**config.mk**
```make
export PLATFORM = sky130hd
export DESIGN_NAME = stv_response_router
export DESIGN_NICKNAME = d
export VERILOG_FILES = /design/src/rtl/stv_util_pkg.sv /design/src/rtl/stv_sync_fifo.sv /design/src/rtl/stv_response_router.sv
export SDC_FILE = /design/constraint.sdc
export NUM_CORES = 1
export LEC_CHECK = 0
export ABC_AREA = 1
export BUFFER_PORTS_ARGS = -buffer_cell sky130_fd_sc_hd__clkbuf_2
export CORE_MARGIN = 1
export CORE_UTILIZATION = 40
export CTS_CLUSTER_SIZE = 30
export DETAILED_ROUTE_END_ITERATION = 8
export PLACE_DENSITY = 0.86
export RECOVER_POWER = 100
export SYNTH_ARGS = -nofsm -noshare
export SYNTH_HDL_FRONTEND = slang
export SYNTH_SLANG_ARGS = --single-unit
```
**constraint.sdc**
```tcl
create_clock -name clk -period 4.2 [get_ports clk]
set_input_delay 0.21 -clock clk [delete_from_list [all_inputs] [get_ports clk]]
set_output_delay 0.21 -clock clk [all_outputs]
set_load 0.005 [all_outputs]
```
**src/rtl/stv_util_pkg.sv**
```systemverilog
// -----------------------------------------------------------------------------
// stv_util_pkg
//
// Shared helpers for the stv return-path blocks.
//   idx_width(n)       : number of bits needed to index n items, minimum 1.
//   onehot_to_idx(vec) : binary index of the lowest set bit of vec, or 0 when
//                        vec is all zero. vec is a fixed-width container;
//                        callers zero-extend narrower vectors into it.
// -----------------------------------------------------------------------------
package stv_util_pkg;

    // Widest one-hot vector onehot_to_idx can encode.
    localparam int unsigned STV_MAX_ONEHOT_W = 256;

    function automatic int unsigned idx_width(input int unsigned n);
        return (n <= 1) ? 1 : $clog2(n);
    endfunction

    // Scan from the top down so the last hit (the lowest set bit) wins.
    function automatic int unsigned onehot_to_idx(input logic [STV_MAX_ONEHOT_W-1:0] vec);
        int unsigned idx;
        idx = 0;
        for (int i = STV_MAX_ONEHOT_W - 1; i >= 0; i--) begin
            if (vec[i]) begin
                idx = unsigned'(i);
            end
        end
        return idx;
    endfunction

endpackage

```
**src/rtl/stv_sync_fifo.sv**
```systemverilog
// -----------------------------------------------------------------------------
// stv_sync_fifo
//
// Single-clock FIFO with registered pointers and occupancy count. Any DEPTH
// >= 1 is supported; pointers wrap explicitly at DEPTH-1 -> 0. The read data is
// the current head (show-ahead), with no write-to-read bypass: an entry pushed
// this cycle is visible at the head from the next cycle.
//
// Ports:
//   clk      in   clock, rising edge
//   rst_n    in   synchronous active-low reset (clears pointers and count)
//   push_i   in   write wdata_i at the tail; ignored when full unless a pop
//                 happens in the same cycle
//   wdata_i  in   [WIDTH] write data
//   pop_i    in   advance the head; ignored when empty
//   rdata_o  out  [WIDTH] head entry (valid only when !empty_o)
//   full_o   out  count == DEPTH
//   empty_o  out  count == 0
//   count_o  out  [$clog2(DEPTH+1)] current occupancy
// -----------------------------------------------------------------------------
module stv_sync_fifo
    import stv_util_pkg::*;
#(
    parameter int WIDTH = 1,
    parameter int DEPTH = 4
) (
    input  logic                       clk,
    input  logic                       rst_n,
    input  logic                       push_i,
    input  logic [WIDTH-1:0]           wdata_i,
    input  logic                       pop_i,
    output logic [WIDTH-1:0]           rdata_o,
    output logic                       full_o,
    output logic                       empty_o,
    output logic [$clog2(DEPTH+1)-1:0] count_o
);

    localparam int PTR_W = idx_width(DEPTH);
    localparam int CNT_W = $clog2(DEPTH + 1);

    logic [WIDTH-1:0] mem_q [DEPTH];
    logic [PTR_W-1:0] wr_ptr_q, wr_ptr_d;
    logic [PTR_W-1:0] rd_ptr_q, rd_ptr_d;
    logic [CNT_W-1:0] count_q, count_d;
    logic             do_push;
    logic             do_pop;

    function automatic logic [PTR_W-1:0] next_ptr(input logic [PTR_W-1:0] p);
        return (p == PTR_W'(DEPTH - 1)) ? '0 : p + 1'b1;
    endfunction

    assign full_o  = (count_q == CNT_W'(DEPTH));
    assign empty_o = (count_q == '0);
    assign count_o = count_q;
    assign rdata_o = mem_q[rd_ptr_q];

    // A push into a full FIFO is only safe when the head slot is freed in the
    // same cycle; when full, tail and head point at the same slot.
    assign do_pop  = pop_i & ~empty_o;
    assign do_push = push_i & (~full_o | do_pop);

    always_comb begin
        wr_ptr_d = wr_ptr_q;
        rd_ptr_d = rd_ptr_q;
        count_d  = count_q;
        if (do_push) begin
            wr_ptr_d = next_ptr(wr_ptr_q);
        end
        if (do_pop) begin
            rd_ptr_d = next_ptr(rd_ptr_q);
        end
        if (do_push && !do_pop) begin
            count_d = count_q + 1'b1;
        end else if (do_pop && !do_push) begin
            count_d = count_q - 1'b1;
        end
    end

    always_ff @(posedge clk) begin
        if (!rst_n) begin
            wr_ptr_q <= '0;
            rd_ptr_q <= '0;
            count_q  <= '0;
        end else begin
            wr_ptr_q <= wr_ptr_d;
            rd_ptr_q <= rd_ptr_d;
            count_q  <= count_d;
        end
    end

    // Storage needs no reset: nothing is read until it has been written.
    always_ff @(posedge clk) begin
        if (do_push) begin
            mem_q[wr_ptr_q] <= wdata_i;
        end
    end

endmodule

```
**src/rtl/stv_response_router.sv**
```systemverilog
// -----------------------------------------------------------------------------
// stv_response_router
//
// Return path for the priority arbiter. Every accepted grant records the
// winner's index in an in-order tracking FIFO; each response from the single
// shared responder is steered to the requester at the FIFO head. Responses
// come back strictly in grant order (in-order responders only).
//
// Handshakes: a transfer happens on a side when valid and ready are both high
// at a rising edge. valid must not depend on ready on the same side. Here the
// shared rsp_ready_o is a combinational copy of the head owner's rsp_ready_i,
// and rsp_valid_o is a combinational copy of rsp_valid_i on the owner's bit.
//
// Parameters: INPUTS (requesters, <= 256), DEPTH (max outstanding), DATA_W.
//
// Ports:
//   clk          in   clock, rising edge
//   rst_n        in   synchronous active-low reset; discards tracked entries
//   gnt          in   [INPUTS] one-hot grant for the current request
//   gnt_fire     in   request accepted downstream this cycle
//   cmd_ready    out  tracker can take a grant; the arbiter must gate on it
//   rsp_valid_i  in   shared response valid
//   rsp_ready_o  out  shared response ready
//   rsp_data_i   in   [DATA_W] shared response payload
//   rsp_valid_o  out  [INPUTS] per-requester response valid
//   rsp_ready_i  in   [INPUTS] per-requester response ready
//   rsp_data_o   out  [DATA_W] payload broadcast to all requesters
//   outstanding  out  [$clog2(DEPTH+1)] tracked transactions
//
// Build options:
//   STV_RSP_ROUTER_FULL_BYPASS_EN  cmd_ready = ~full | pop, letting a full
//                                  tracker accept a grant in a pop cycle.
//                                  Creates a combinational path from
//                                  rsp_valid_i/rsp_ready_i to cmd_ready.
//   STV_ASSERT_ON                  enables the protocol assertions.
// -----------------------------------------------------------------------------
module stv_response_router
    import stv_util_pkg::*;
#(
    parameter int INPUTS = 8,
    parameter int DEPTH  = 4,
    parameter int DATA_W = 32
) (
    input  logic                       clk,
    input  logic                       rst_n,
    input  logic [INPUTS-1:0]          gnt,
    input  logic                       gnt_fire,
    output logic                       cmd_ready,
    input  logic                       rsp_valid_i,
    output logic                       rsp_ready_o,
    input  logic [DATA_W-1:0]          rsp_data_i,
    output logic [INPUTS-1:0]          rsp_valid_o,
    input  logic [INPUTS-1:0]          rsp_ready_i,
    output logic [DATA_W-1:0]          rsp_data_o,
    output logic [$clog2(DEPTH+1)-1:0] outstanding
);

    localparam int IDX_W = idx_width(INPUTS);

    logic [STV_MAX_ONEHOT_W-1:0] gnt_ext;
    logic [IDX_W-1:0]            push_idx;
    logic [IDX_W-1:0]            head_idx;
    logic                        fifo_push;
    logic                        fifo_full;
    logic                        fifo_empty;
    logic                        rsp_pop;

    // Encode the winner. A zero grant encodes to 0 but is never pushed.
    always_comb begin
        gnt_ext              = '0;
        gnt_ext[INPUTS-1:0]  = gnt;
    end

    assign push_idx  = IDX_W'(onehot_to_idx(gnt_ext));
    assign fifo_push = gnt_fire & cmd_ready & (|gnt);

    // Head steering. While empty nothing is ready, so a stray response stalls
    // rather than being consumed.
    always_comb begin
        rsp_valid_o = '0;
        rsp_ready_o = 1'b0;
        if (!fifo_empty) begin
            rsp_valid_o[head_idx] = rsp_valid_i;
            rsp_ready_o           = rsp_ready_i[head_idx];
        end
    end

    assign rsp_pop    = rsp_valid_i & rsp_ready_o;
    assign rsp_data_o = rsp_data_i;

`ifdef STV_RSP_ROUTER_FULL_BYPASS_EN
    assign cmd_ready = ~fifo_full | rsp_pop;
`else
    assign cmd_ready = ~fifo_full;
`endif

    stv_sync_fifo #(
        .WIDTH (IDX_W),
        .DEPTH (DEPTH)
    ) u_track_fifo (
        .clk     (clk),
        .rst_n   (rst_n),
        .push_i  (fifo_push),
        .wdata_i (push_idx),
        .pop_i   (rsp_pop),
        .rdata_o (head_idx),
        .full_o  (fifo_full),
        .empty_o (fifo_empty),
        .count_o (outstanding)
    );

`ifdef STV_ASSERT_ON
    if (INPUTS < 1 || DEPTH < 1) begin : g_bad_params
        $error("stv_response_router: INPUTS and DEPTH must be >= 1");
    end

    a_gnt_onehot: assert property (@(posedge clk) disable iff (!rst_n)
        gnt_fire |-> $onehot(gnt));

    a_no_rsp_when_empty: assert property (@(posedge clk) disable iff (!rst_n)
        rsp_valid_i |-> !fifo_empty);

    a_no_push_when_full: assert property (@(posedge clk) disable iff (!rst_n)
        fifo_push |-> (!fifo_full || rsp_pop));
`endif

endmodule

```
**Word level (Yosys, flattened, before mapping)**

Memories as Yosys holds them, arrays and structs flattened. A register that Yosys moved wholly into a read port is not among the register bits.
Index checks and enable logic that the tools add are counted.

- Bits in writable memories: 12
- Memories kept: 1
- Logic and storage cells: 52
- Register bits after elaboration: 7
- Output and inout port bits: 45

Memories:

| memory | words | width | rd ports | clocked after memory_dff | wr ports | RTL line | RTL |
|---|---|---|---|---|---|---|---|
| u_track_fifo.mem_q | 4 | 3 | 1 | 1 | 1 | stv_sync_fifo.sv:41 | `logic [WIDTH-1:0] mem_q [DEPTH];` |

- Muxes and demuxes: 22
- Bitwise logic cells: 9
- Reductions and logical operators: 8
- Equality and inequality tests: 3
- Add/sub/neg operators: 4
- Magnitude comparators: 2

Operators with widths:

| kind | number |
|---|---|
| 2-to-1 mux 3 bit | 10 |
| bitwise AND 8 bit | 1 |
| 2-to-1 mux 2 bit | 4 |
| 2-to-1 mux 8 bit | 1 |
| OR reduction 8 bit | 1 |
| bitwise AND 1 bit | 5 |
| 2-to-1 mux 1 bit | 5 |
| adder 2 x 1 -> 2 bit, second input constant | 2 |
| == test 2 bit, second input constant | 2 |
| less-than comparator 3 x 4 -> 1 bit, second input constant | 1 |
| adder 3 x 1 -> 3 bit, second input constant | 1 |
| binary-select mux 1 bit (select 3 bit) | 1 |
| demux 1 bit (select 3 bit) | 1 |
| == test 3 bit, second input constant | 1 |
| >= comparator 3 x 1 -> 1 bit, second input constant | 1 |
| logical AND 1 bit | 3 |
| zero test 3 bit | 1 |
| subtractor 3 x 1 -> 3 bit, second input constant | 1 |
| zero test 1 bit | 2 |
| NOT 1 bit | 2 |
| nonzero test 2 bit | 1 |
| OR 1 bit | 1 |

**Depth between registers and ports, before layout**

Gate-level depths: netlist of run 1.

- Word-level depth: 11
- Mapped depth: 17

**Modules after synthesis**

A second synthesis of run 1 with hierarchy kept.

- Cells, all modules: 197
- Area total of the unflattened synthesis: 1485.2 sq um

Modules (own cells, without submodules):

| module | seq. area each (sq um) | instances | cells an instance | area each (sq um) |
|---|---|---|---|---|
| stv_sync_fifo | 540.5 | 1 | 98 | 954.7 |
| stv_response_router | 0.0 | 1 | 99 | 530.5 |

**Worst setup path after synthesis of run 1**

OpenSTA, ideal clock, no wires.

- Path type: register -> register
- From: register (tool-made name)
- To: register u_track_fifo.count_q[2] (netlist: u_track_fifo.count_o[2])
- Cell stages (with the launch flop): 17
- Library setup time: 0.122 ns
- Arrival time: 2.094 ns
- Path slack: 1.984 ns
- Path buffers: 1
- Period minus slack after synthesis: 2.216 ns
- Data required time: 4.078 ns
- Cells stage by stage: dfxtp_1 buf_6 nand2_1 nand3_1 nand2_1 nor2_1 nand2_1 nor2_1 nor2_2 nand3_2 ha_1 inv_1 fa_1 a21oi_1 o21ai_0 o21ai_0 a21oi_1

RTL lines:

| what | RTL line | RTL |
|---|---|---|
| end signal: assignment | stv_sync_fifo.sv:87 | `count_q <= count_d;` |
| end: declaration | stv_sync_fifo.sv:44 | `logic [CNT_W-1:0] count_q, count_d;` |

==> results of run 1 <==
[cells in the final DEF, fill, tap and decap left out, drive strengths merged]
master and n:
a21oi 9, a311oi 1, clkbuf 36, dfxtp 9, edfxtp 12, fa 1
ha 6, inv 36, nand2 41, nand3 19, nand3b 1, nand4 3
nor2 27, nor3 1, o21ai 8, or2 1
[flip-flops by register name (all words and copies together) (netlist names), named ones only]
register               flops
u_track_fifo.mem_q        12
u_track_fifo.count_o       3
u_track_fifo.rd_ptr_q      2
u_track_fifo.wr_ptr_q      2
[worst min-delay path, cell delays in order]
cell	delay, ps
clkbuf_2	130
o21ai_0	80
a21oi_1	40
[power by group through the flow]
stage	logic, mW	registers [mW]	clock network (mW)
after floorplan	0.293	0.284	0
after global placement	0.346	0.294	0
after detailed placement	0.361	0.297	0
after CTS	0.363	0.292	0.127
after global routing	0.399	0.297	0.137
final	0.345	0.292	0.127
[routing by layer]
metal / track usage (%) / up-vias
li1: - / 629
met1: 16.6 / 511
met2: 23.0 / 49
met3: 3.93 / 14
met4: 5.83 / 0
met5: 0 / -
[how the worst max path moves through the flow]
stage | startpoint | endpoint | slack [ps] | cells past startpoint
global route | register | u_track_fifo.count_o[1]$_SDFFE_PN0P_ | 900 | 14
detailed placement | register | u_track_fifo.count_o[1]$_SDFFE_PN0P_ | 1600 | 14
global placement | register | u_track_fifo.count_o[2]$_SDFFE_PN0P_ | 1720 | 15
CTS | register | u_track_fifo.count_o[1]$_SDFFE_PN0P_ | 1580 | 14
finish | register | u_track_fifo.count_o[1]$_SDFFE_PN0P_ | 1290 | 14
floorplan | register | u_track_fifo.count_o[2]$_SDFFE_PN0P_ | 1980 | 16
[kinds of logic (layout without fill, tap and decap cells)]
kind of cell    count (synthesis)  count (layout)  synth area share, %
flops                          21              21                 34.7
fa+ha+maj                       7               7                 6.11
compound gates                 18              18                 6.03
buf+inv                        69              72                 24.8
simple gates                   93              93                 28.3
[layout make-up]
class,count,area share [%]
well taps,48,3.90
flip-flops and latches,21,35.1
repair buffers,32,9.75
clock buffers,4,2.92
multi-input cells,118,39.6
inverters,36,8.77
[Yosys cell counts]
| library cell | number | area [sq um] |
|---|---|---|
| ha_1 | 6 | 75.1 |
| nand3_2 | 2 | 20.0 |
| nor2_1 | 26 | 97.6 |
| inv_2 | 2 | 7.51 |
| buf_4 | 32 | 240 |
| nand3_4 | 1 | 17.5 |
| nor3_1 | 1 | 5.00 |
| nand2_2 | 8 | 50.1 |
| buf_6 | 1 | 11.3 |
| nand3_1 | 16 | 80.1 |
| nand2_1 | 32 | 120 |
| nand2_4 | 1 | 11.3 |
| fa_1 | 1 | 20.0 |
| nor2_2 | 1 | 6.26 |
| o21ai_0 | 8 | 40.0 |
| nand3b_1 | 1 | 7.51 |
| edfxtp_1 | 12 | 360 |
| dfxtp_1 | 9 | 180 |
| a21oi_1 | 9 | 45.0 |
| nand4_1 | 3 | 18.8 |
| a311oi_1 | 1 | 8.76 |
| or2_2 | 1 | 6.26 |
| inv_1 | 34 | 128 |
[per-stage QoR]
step	total power, mW	cells	hold WS, ps
after floorplan	0.578	208	340
after global placement	0.640	255	420
after detailed placement	0.657	255	420
after CTS	0.782	259	254
after global routing	0.833	259	271
final	0.763	259	253
==> impl_metrics.ini, run 1 <==
[route]
dr_total_vias = 1203
route.met2.wl_mm = 1.28
drt_iter0_markers = 26
wl_met3_microns = 200
viasPerCell = 4.64
met1_length_mm = 1.23
drc = 0
drt_wl_total_mm = 2.77
antenna_left = 0
drt_pass1_iterations = 4
top_layer_used = met4
wl_per_cell_microns = 10.7

[global_route]
grt_pass1_wl_mm = 4.55
grt_pass1_vias = 1124
grt.total_usage_pct = 13.8
antenna_found_initial = 0
grt_max_degree = 12
overflow = 0

[job]
cap_violations = 0

[placed_design]
io_buffers = 32
dpl.hpwl_mm = 2.32
place_area_sq_mm = 0.00153
place_ws_ps = 1600
routabilityCongestion = 0.872

[timing]
final.setup_skew_ps = 2.44
drv_slew = 0
setup_viol = 0
timing.fmax_mhz = 343
setup_ws_ps = 1290
period_needed_ps = 2910
relSlewSlack_pct = 65.3
timing.final.crit_share_pct = 69.3
setup_tns_ps = 0
rsz0062_at_grt = false
tightest_slew_ps = 516
finalHoldViolations = 0

[clock_network]
root_buffer = clkbuf_8
cts_tree = yes
insertion_delay_ps = 250
clock-sinks = 21
cts_resized = 0
cts_hold_buf = 0
cts_buffers = 3
ctsLongestPathBuffers = 2
cts.clk_slew.worst_paths_ps = 70
htreeDepth = 1
cts_setup_buffers = 0

[finish]
multiInputGateArea_sq_um = 609
drive_gt1_share_pct = 18.0
n_fill_cell = 387
areaGrowthSynthToFinish_pct = -1.04
final_cell_area_sq_mm = 0.00154
final_util_pct = 41.8
regArea_sq_um = 541
diodes = 0
nets = 271

[power_and_ir_drop]
vdd_ir_drop_max_mv = 0.188
clkPwrFrac_pct = 16.6
p_seq_share_pct = 38.2
p_sw_share_pct = 41.0
power_switching_mw = 0.313
intPower_mw = 0.450
p_comb_share_pct = 45.2
power_density_mw_per_mm2 = 496
leakagePower_nw = 0.748

[floorplanning]
std_cell_rows = 22
die_width_microns = 64.4
num_io_pins = 97
die_area_sq_mm = 0.00414
start_util_pct = 42.2
core_area_sq_mm = 0.00369
die_h_microns = 64.4

[setup_path]
start_kind = register
worst-path-buf-inv = 2
max_stage_delay_ps = 520
path_cells = inv_1 > nand2_1 > nand3_1 > nand2_1 > nand2_1 > nand3_1 > nand2_2 > nor2_1 > nand3_1 > ha_1 > inv_1 > fa_1 > o21ai_0 > a21oi_1
worstRegToRegCells = 14
criticalPathCategory = register to register
crit_fanout = 11
critPathArrivalTime_ps = 3050
crit_path_end_kind = register
cp_top_family = simple AND/OR/NAND/NOR gates
critPathRequiredTime_ps = 4340
crit_path_top_delay_cell = dfxtp_1
reg2reg_to = u_track_fifo.count_o[1]$_SDFFE_PN0P_
r2r_slack_ps = 1290

[synthesis]
synthDistinctLibCells = 23
ys_seq_area_share_pct = 34.7
synth_nets = 267
ys_warn_count = 0
ys_ff_latch = 21
synth_area_per_cell_sq_um = 7.48
syn-cell-area_sq_mm = 0.00156
synthCells = 208

[worst_hold_path]
min_delay_path_depth = 3
hold_start = rst_n
hold_end = u_track_fifo.count_o[2]$_SDFFE_PN0P_
hp-class = primary input to register

[status]
status = complete, no violations
Note: power is estimated with default switching activity, not from simulation.
==> run 2: changes to the inputs <==
--- a/config.mk
+++ b/config.mk
@@ -8,10 +8,10 @@
 export ABC_AREA = 1
 export BUFFER_PORTS_ARGS = -buffer_cell sky130_fd_sc_hd__clkbuf_2
 export CORE_MARGIN = 1
-export CORE_UTILIZATION = 40
+export CORE_UTILIZATION = 39
 export CTS_CLUSTER_SIZE = 30
 export DETAILED_ROUTE_END_ITERATION = 8
-export PLACE_DENSITY = 0.86
+export PLACE_DENSITY = 0.87
 export RECOVER_POWER = 100
 export SYNTH_ARGS = -nofsm -noshare
 export SYNTH_HDL_FRONTEND = slang
==> constraint.sdc (replaced) <==
create_clock -name clk -period 2.5 [get_ports clk]
set_input_delay 0.125 -clock clk [delete_from_list [all_inputs] [get_ports clk]]
set_output_delay 0.125 -clock clk [all_outputs]
set_load 0.005 [all_outputs]
==> run 2 against run 1 <==
Against the previous run:
- sequential cell count did not move
- critical path depth rose by 2
- die area rose by 2.5%
- count of clock-buffer cells in the layout fell by 1
- non-clock buffer count rose by 2
- critical path type unchanged
- highest routed layer unchanged
==> impl_metrics.ini, run 2 (synthesized netlist as in run 1, its figures left out) <==
[timing]
drv_slew = 0
setup_viol = 0
setup_tns_ps = 0
timing.final.crit_share_pct = 92.4
timing.fmax_mhz = 433
period_needed_ps = 2310
rsz0062_at_grt = false
setup_ws_ps = 191
tightest_slew_ps = 466
final.setup_skew_ps = 1.76
finalHoldViolations = 0
relSlewSlack_pct = 68.8

[global_route]
grt.total_usage_pct = 13.0
grt_util_met3_pct = 3.13
antenna_found_initial = 0
met2_usage_pct = 22.6
grt_max_degree = 13
grt_util_met1_pct = 16.1
overflow = 0
grt_pass1_wl_mm = 4.39
grt_pass1_vias = 1058
busiest_layer = met2

[route]
antenna_left = 0
wl_per_cell_microns = 10.0
drt_pass1_iterations = 4
viasPerCell = 4.61
dr_total_vias = 1203
drt_wl_total_mm = 2.61
drc = 0
drt_iter0_markers = 26

[setup_path]
reg2reg_to = u_track_fifo.count_o[2]$_SDFFE_PN0P_
critPathArrivalTime_ps = 2450
endpoint = u_track_fifo.count_o[2]$_SDFFE_PN0P_
worstRegToRegCells = 16
r2r_slack_ps = 190
critPathRequiredTime_ps = 2640
crit_fanout = 7
criticalPathCategory = register to register
start_kind = register
crit_path_end_kind = register

[clock_network]
clock-sinks = 21
cts_hold_buf = 0
cts_setup_buffers = 0
root_buffer = clkbuf_8
insertion_delay_ps = 250
ctsLongestPathBuffers = 2
cts_tree = yes
htreeDepth = 1
cts.clk_slew.worst_paths_ps = 70
cts_buffers = 3
cts_resized = 0

[finish]
nets = 273
areaGrowthSynthToFinish_pct = 2.65
final_util_pct = 42.7
largest-register = u_track_fifo.mem_q
final_cell_mix = inv_1, nand2_1, clkbuf_2, nor2_1, nand3_1
final_common_cell = inv_1
final_cell_area_sq_mm = 0.00160
drive_gt1_share_pct = 26.8
diodes = 0
largest_reg_flops = 12

[floorplanning]
core_area_sq_mm = 0.00374
die_width_microns = 65.2
start_util_pct = 41.6
die_area_sq_mm = 0.00425
std_cell_rows = 22
die_h_microns = 65.2
num_io_pins = 97

[status]
status = complete, no violations

[placed_design]
dpl.hpwl_mm = 2.22
routabilityCongestion = 0.811
place_area_sq_mm = 0.00154
place_ws_ps = 61.4
io_buffers = 32

[power_and_ir_drop]
vdd_ir_drop_max_mv = 0.289
power_density_mw_per_mm2 = 832
leakagePower_nw = 0.782

[worst_hold_path]
hp-class = primary input to register

[job]
cap_violations = 0
run 2: changes by cell type in the layout (fill, tap and decap cells not counted), sizes merged:
cell / change
clkinv: +1
clkbuf: -1
buf: +2
run 2: critical path: stages, from the launching register on:
cell     delay (ps)
dfxtp_2         360
buf_4           150
nand2_1          50
nand3_1          90
nand2_2          90
nor2_2          140
nand2_1          70
nor2_2          110
nor2_2           70
nand3_2          70
ha_1            140
inv_1            60
fa_1            380
a21oi_1         140
o21ai_1          90
o21ai_1         120
a21oi_1          50
run 2: worst min-delay path by stage:
stage | from | to | slack (ps) | cells past startpoint
2_1_floorplan | rst_n | register | 260 | 2
3_3_place_gp | rsp_data_i[11] | rsp_data_o[11] | 250 | 0
4_1_cts | rst_n | register | 160 | 3
6_report | rst_n | register | 160 | 3
5_1_grt | rst_n | register | 200 | 3
3_5_place_dp | rsp_data_i[11] | rsp_data_o[11] | 250 | 0
run 2: area by class of cell:
type / count / area (sq um)
inverters: 36 / 138
clock inverters: 1 / 5.00
clock buffers: 3 / 41.3
fillers: 372 / 2150
flip-flops and latches: 21 / 543
well taps: 48 / 60.1
multi-input cells: 118 / 639
repair buffers: 34 / 171
run 2: per-layer routing:
layer	part of all wire [%]	vias up
met2	47	54
met4	0.34	0
met3	9.4	2
met1	44	517
li1	-	630
met5	0	-
run 2: power breakdown:
group | internal, mW | leakage (nW) | switching, mW | total, mW
clock | 0.110 | 0.0255 | 0.0987 | 0.209
sequential | 0.433 | 0.188 | 0.0499 | 0.483
combinational | 0.241 | 0.569 | 0.396 | 0.637
run 2: per-stage QoR:
stage	power, mW	instances	hold slack [ps]
global placement	1.09	257	250
global route	1.46	261	199
CTS	1.31	261	161
floorplan	0.970	208	255
detailed placement	1.10	257	250
finish	1.33	261	156
